--- src/rtl/instr_entry_sequencer.sv ---
// Switch-driven instruction entry into a small program memory, with
// free-run or single-step replay to the ALU over a valid/ready handshake.
module instr_entry_sequencer #(
    parameter int DATA_W   = 8,
    parameter int OP_W     = 4,
    parameter int REG_ID_W = 3,
    parameter int DEPTH    = 10,
    parameter int ADDR_W   = 4,
    localparam int INSTR_W = OP_W + 2 * REG_ID_W + DATA_W
) (
    input  logic               clock,
    input  logic               reset,
    input  logic [DATA_W-1:0]  inputs,
    input  logic               set_pulse,
    input  logic               exec_pulse,
    input  logic               step_mode,
    input  logic               clear,
    output logic [1:0]         field,
    output logic [ADDR_W-1:0]  count,
    output logic               full,
    output logic               err,
    output logic               instr_valid,
    output logic [INSTR_W-1:0] instr,
    input  logic               instr_ready,
    output logic [ADDR_W-1:0]  pc,
    output logic               busy,
    output logic               done
);

    typedef enum logic [1:0] {
        ENTRY,
        RUN,
        STEP_WAIT
    } state_t;

    localparam logic [ADDR_W-1:0] FULL_CNT = ADDR_W'(DEPTH);
    localparam logic [ADDR_W-1:0] ONE      = ADDR_W'(1);

    state_t state, state_n;

    logic [1:0]          field_n;
    logic [ADDR_W-1:0]   count_n;
    logic [ADDR_W-1:0]   pc_n;
    logic                err_n;
    logic                done_n;
    logic [OP_W-1:0]     op, op_n;
    logic [REG_ID_W-1:0] reg1, reg1_n;
    logic [REG_ID_W-1:0] reg2, reg2_n;
    logic                we;

    logic [INSTR_W-1:0] mem [DEPTH];

    assign full        = (count == FULL_CNT);
    assign instr_valid = (state == RUN);
    assign busy        = (state != ENTRY);
    assign instr       = mem[pc];

    always_ff @(posedge clock or posedge reset) begin
        if (reset) begin
            state <= ENTRY;
            field <= '0;
            count <= '0;
            pc    <= '0;
            err   <= 1'b0;
            done  <= 1'b0;
            op    <= '0;
            reg1  <= '0;
            reg2  <= '0;
        end else begin
            state <= state_n;
            field <= field_n;
            count <= count_n;
            pc    <= pc_n;
            err   <= err_n;
            done  <= done_n;
            op    <= op_n;
            reg1  <= reg1_n;
            reg2  <= reg2_n;
        end
    end

    // Program store is deliberately not reset; count gates visibility.
    always_ff @(posedge clock) begin
        if (we)
            mem[count] <= {op, reg1, reg2, inputs};
    end

    always_comb begin
        state_n = state;
        field_n = field;
        count_n = count;
        pc_n    = pc;
        err_n   = err;
        done_n  = 1'b0;
        op_n    = op;
        reg1_n  = reg1;
        reg2_n  = reg2;
        we      = 1'b0;
        case (state)
            ENTRY: begin
                priority case (1'b1)
                    clear: begin
                        count_n = '0;
                        field_n = '0;
                        err_n   = 1'b0;
                    end
                    exec_pulse: begin
                        field_n = '0;
                        if (count != '0) begin
                            pc_n    = '0;
                            state_n = RUN;
                        end else begin
                            done_n = 1'b1;
                        end
                    end
                    set_pulse: begin
                        case (field)
                            2'd0: begin
                                op_n    = inputs[OP_W-1:0];
                                field_n = 2'd1;
                            end
                            2'd1: begin
                                reg1_n  = inputs[REG_ID_W-1:0];
                                field_n = 2'd2;
                            end
                            2'd2: begin
                                reg2_n  = inputs[REG_ID_W-1:0];
                                field_n = 2'd3;
                            end
                            default: begin
                                field_n = '0;
                                if (full) begin
                                    err_n = 1'b1;
                                end else begin
                                    we      = 1'b1;
                                    count_n = count + ONE;
                                end
                            end
                        endcase
                    end
                    default: ;
                endcase
            end
            RUN: begin
                if (instr_ready) begin
                    if (pc == count - ONE) begin
                        done_n  = 1'b1;
                        pc_n    = '0;
                        state_n = ENTRY;
                    end else begin
                        pc_n = pc + ONE;
                        if (step_mode)
                            state_n = STEP_WAIT;
                    end
                end
            end
            STEP_WAIT: begin
                if (exec_pulse)
                    state_n = RUN;
            end
            default: state_n = ENTRY;
        endcase
    end

endmodule

--- config.mk ---
export PLATFORM = sky130hd
export DESIGN_NAME = instr_entry_sequencer
export DESIGN_NICKNAME = d
export VERILOG_FILES = /design/src/rtl/instr_entry_sequencer.sv
export SDC_FILE = /design/constraint.sdc
export NUM_CORES = 1
export LEC_CHECK = 0
export CORE_UTILIZATION = 55
export DETAILED_ROUTE_END_ITERATION = 7
export PLACE_DENSITY = 0.78
export SLEW_MARGIN = 10
export SYNTH_ARGS = -nofsm -noshare
export SYNTH_HDL_FRONTEND = slang
export SYNTH_SLANG_ARGS = --single-unit
--- constraint.sdc ---
create_clock -name clock -period 4.71 [get_ports clock]
set_clock_uncertainty 0.2 [all_clocks]
set_input_delay 0.7065 -clock clock [delete_from_list [all_inputs] [get_ports clock]]
set_output_delay 0.7065 -clock clock [all_outputs]
set_load 0.05 [all_outputs]
==> summary.txt <==
Logic synthesis
  • Simple-gate share of the synthesized area: 0.0517
  • Post-synthesis mux area share: 0.133
  • Synthesized cell area: roughly 8300 µm²
  • Mean post-synth cell area: 18.4 µm²
  • Synth async-reset ratio: 0.118
  • Post-synth EDFFs: 180
  • Ys Warns: 0
  • Main combinational cell family by area after synthesis: multiplexers
  • Synth Flop Type: edfxtp_1
  • Gate Count Post-Synth: between 400 and 500
  • Distinct cells, synth: 45
  • Synth Area in Compound Gates: 0.0467
  • Synth Area in XOR/XNOR: 0.0101
  • #FFs+latches synth: between 200 and 250
  • Syn Nets: ~480
  • Sequential share of the synthesized area: 0.726
  • Post-synthesis adder-cell area fraction: 0.0151

Timing
  • Final hold violations: 0
  • Fin Setup TNS: 0 ns
  • WHS: roughly 0.33 ns
  • Fmax: approximately 0.23 GHz
  • PnR worst setup slack: between 0.4 and 0.5 ns
  • RSZ-0062 raised after global routing: no
  • Slew @ Worst Pin: 1.05 ns
  • Setup Viol. Count Final: 0
  • Min Tclk post-route: 4.30 ns
  • Relative slew slack: 0.296
  • Slew Viols, Final: 0
  • Tcrit/Tclk final: 0.913

Clocking
  • CTS-repair resized insts: 0
  • Hold buffers post-CTS: 0
  • Clk_lat worst skew: roughly 0.49 ns
  • Number of buffers created by CTS: 21
  • Clock Pin Slew Worst Setup and Hold Paths: approximately 0.06 ns
  • Num Clock Sinks: approximately 200
  • CTS root buffer: clkbuf_16
  • Htree depth: 1
  • Postcts setup bufs: 0
  • TritonCTS clock tree: yes
  • Worst-case clock buffer depth: 3

Power and ir drop
  • Clock power share: 0.290
  • Sw Share: 0.331
  • Logic pwr share: 0.308
  • P_leak: 3.33 nW
  • Reg power frac: 0.402
  • PwrDens: slightly below 600 nW/µm²
  • NetSw: around 1.9 mW
  • Int Power: about 3.8 mW
  • Maximum vdd drop: a little over 300 µV

Critical path
  • CP startpoint kind: flop
  • Critical Path Max Stage Delay: 0.85 ns
  • Crit path launch: pc[0]
  • Arr. time, crit path: 3.39 ns
  • Worst R2R Path Depth: 6
  • Worst setup path category: reg2out
  • CP Max Fanout: 34
  • Register-to-register setup slack: between 2 and 2.5 ns
  • CP cell instances: buf_4 -> mux4_2 -> nor2b_1 -> a211oi_1 -> a21oi_1 -> clkdlybuf4s50_1
  • R2r startpoint: field[1]
  • Required @ worst endpoint: between 3 and 4 ns
  • Buf+Inv Stages, Crit Path: 2
  • Slowest cell on crit path: dfrtp_4
  • Family with the most delay on the worst path: buffers and inverters
  • Crit end category: primary output
  • FF-to-FF End: mem[7][4]

GRT
  • Largest net degree at the start of global routing: 35
  • Initial antenna violation count: 0
  • All-Layer GR Usage: 0.223
  • Vias in the first global route: 4624
  • Gr ovfl total: 0
  • Global-route wire length before repair: 26.1 mm

Placed design
  • GP Congestion: a little under 0.9
  • Dpl hpwl: roughly 9.5 mm
  • Port Buffers: 47
  • Pre-CTS setup slack: between 0.8 and 0.9 ns

Floorplanning
  • Die width: around 120 µm
  • Core area: about 15000 µm²
  • Die Height: roughly 120 µm
  • # IOs: 48
  • Die area: roughly 16000 µm²
  • Number of core rows: 44
  • Initial core utilization: 0.567

Routing
  • Via count: roughly 4400
  • DRT iter0 DRCs: 404
  • DR DRC count: 0
  • Routed wire per std cell: 23.3 µm
  • Final ANT Viol Nets: 0
  • Total wire length: approximately 17 mm
  • Routed vias/inst: slightly above 6
  • TritonRoute pass-1 iters: 5

Final layout
  • Most frequent cells in the layout: edfxtp_1, clkdlybuf4s50_1, mux4_2, dfrtp_1
  • FILL cells: 959
  • Commonest non-fill, non-tap cell in the layout: edfxtp_1
  • Final nets: 541
  • Ant. Diodes: 0
  • Fraction of layout cells with a size suffix above 1: 0.185
  • P&R area growth vs syn: 17.3%

Worst hold path
  • Worst Hold Class: reg2reg
  • Worst hold stages: 1
  • Hold path startpoint: err
  • Worst Hold End: err

Flow run
  • Max-cap viol count: 0

Status
  • Outcome: completed
==> cell usage after synthesis, types with 4 or more instances <==
library cell | instances | area share
xor2_1 | 5 | 0.0053
buf_1 | 5 | 0.0023
inv_1 | 11 | 0.0050
a211oi_1 | 18 | 0.016
clkbuf_1 | 9 | 0.0041
dfrtp_1 | 24 | 0.073
o21ai_0 | 6 | 0.0036
and2_1 | 10 | 0.0076
ha_1 | 10 | 0.015
nand3_1 | 6 | 0.0036
nand2_1 | 11 | 0.0050
nor2b_1 | 22 | 0.017
a21oi_1 | 22 | 0.013
mux2i_1 | 18 | 0.022
mux2_2 | 10 | 0.014
mux4_2 | 36 | 0.098
edfxtp_1 | 180 | 0.65
buf_2 | 9 | 0.0054
nor2_1 | 4 | 0.0018
==> layer usage <==
layer | wire, µm | track usage | vias to the layer above | share of wire
met5 | 0 | 0 | - | 0
met4 | 303 | 0.0716 | 0 | 0.018
met3 | 926 | 0.0305 | 32 | 0.056
met2 | 8540 | 0.377 | 165 | 0.51
met1 | 6890 | 0.301 | 2239 | 0.41
li1 | - | - | 1927 | -
==> registers in the layout (all words and copies together), names as in the netlist <==
name / flops
reg1: 3
pc: 4
mem: 180
count: 4
field: 2
op: 4
reg2: 3
done: 1
state: 2
err: 1
==> worst reg2reg max path, delay by kind of cell, from the launching register on <==
kind                     cells  cell delay (ns)
AND/OR/NAND/NOR              4             1.25
buffers and inverters        1             0.32
adder cells (fa/ha/maj)      1             0.18
flip-flops                   1             0.43
==> cells by family (layout without fill, tap and decap cells) <==
kind of cell / Yosys count / after routing
xor+xnor: 8 / 8
simple gates: 71 / 71
flops: 204 / 204
mux: 64 / 64
compound gates: 59 / 59
fa+ha+maj: 10 / 10
buf+inv: 34 / 115
==> how the worst max path moves through the flow <==
stage	to	cells past startpoint
floorplan	instr[10]	5
global placement	instr[5]	6
detailed placement	instr[7]	6
CTS	instr[7]	6
global route	instr[7]	6
finish	instr[7]	6
==> stage by stage <==
step	power [mW]	area, µm²	instances	utilization
global route	5.89	9710	715	0.665
finish	5.68	9710	715	0.665
CTS	5.72	9710	715	0.665
floorplan	3.53	8270	450	-
detailed placement	4.07	9020	677	0.618
global placement	4.03	9020	677	0.618
==> layout make-up <==
class,count,area (µm²),area share
Tap cell,184,230,0.0237
Timing Repair Buffer,66,613,0.0632
Clock buffer,27,548,0.0565
Inverter,11,41.3,0.00425
Multi-Input combinational cell,212,2130,0.219
Clock inverter,11,136,0.0141
Sequential cell,204,6010,0.619
==> power groups by stage <==
stage	combinational, mW	sequential, mW	clock [mW]
floorplan	1.22	2.31	0
global placement	1.72	2.31	0
detailed placement	1.74	2.32	0
CTS	1.76	2.28	1.67
global route	1.85	2.31	1.74
finish	1.75	2.28	1.65
(Power assumes the default switching activity.)
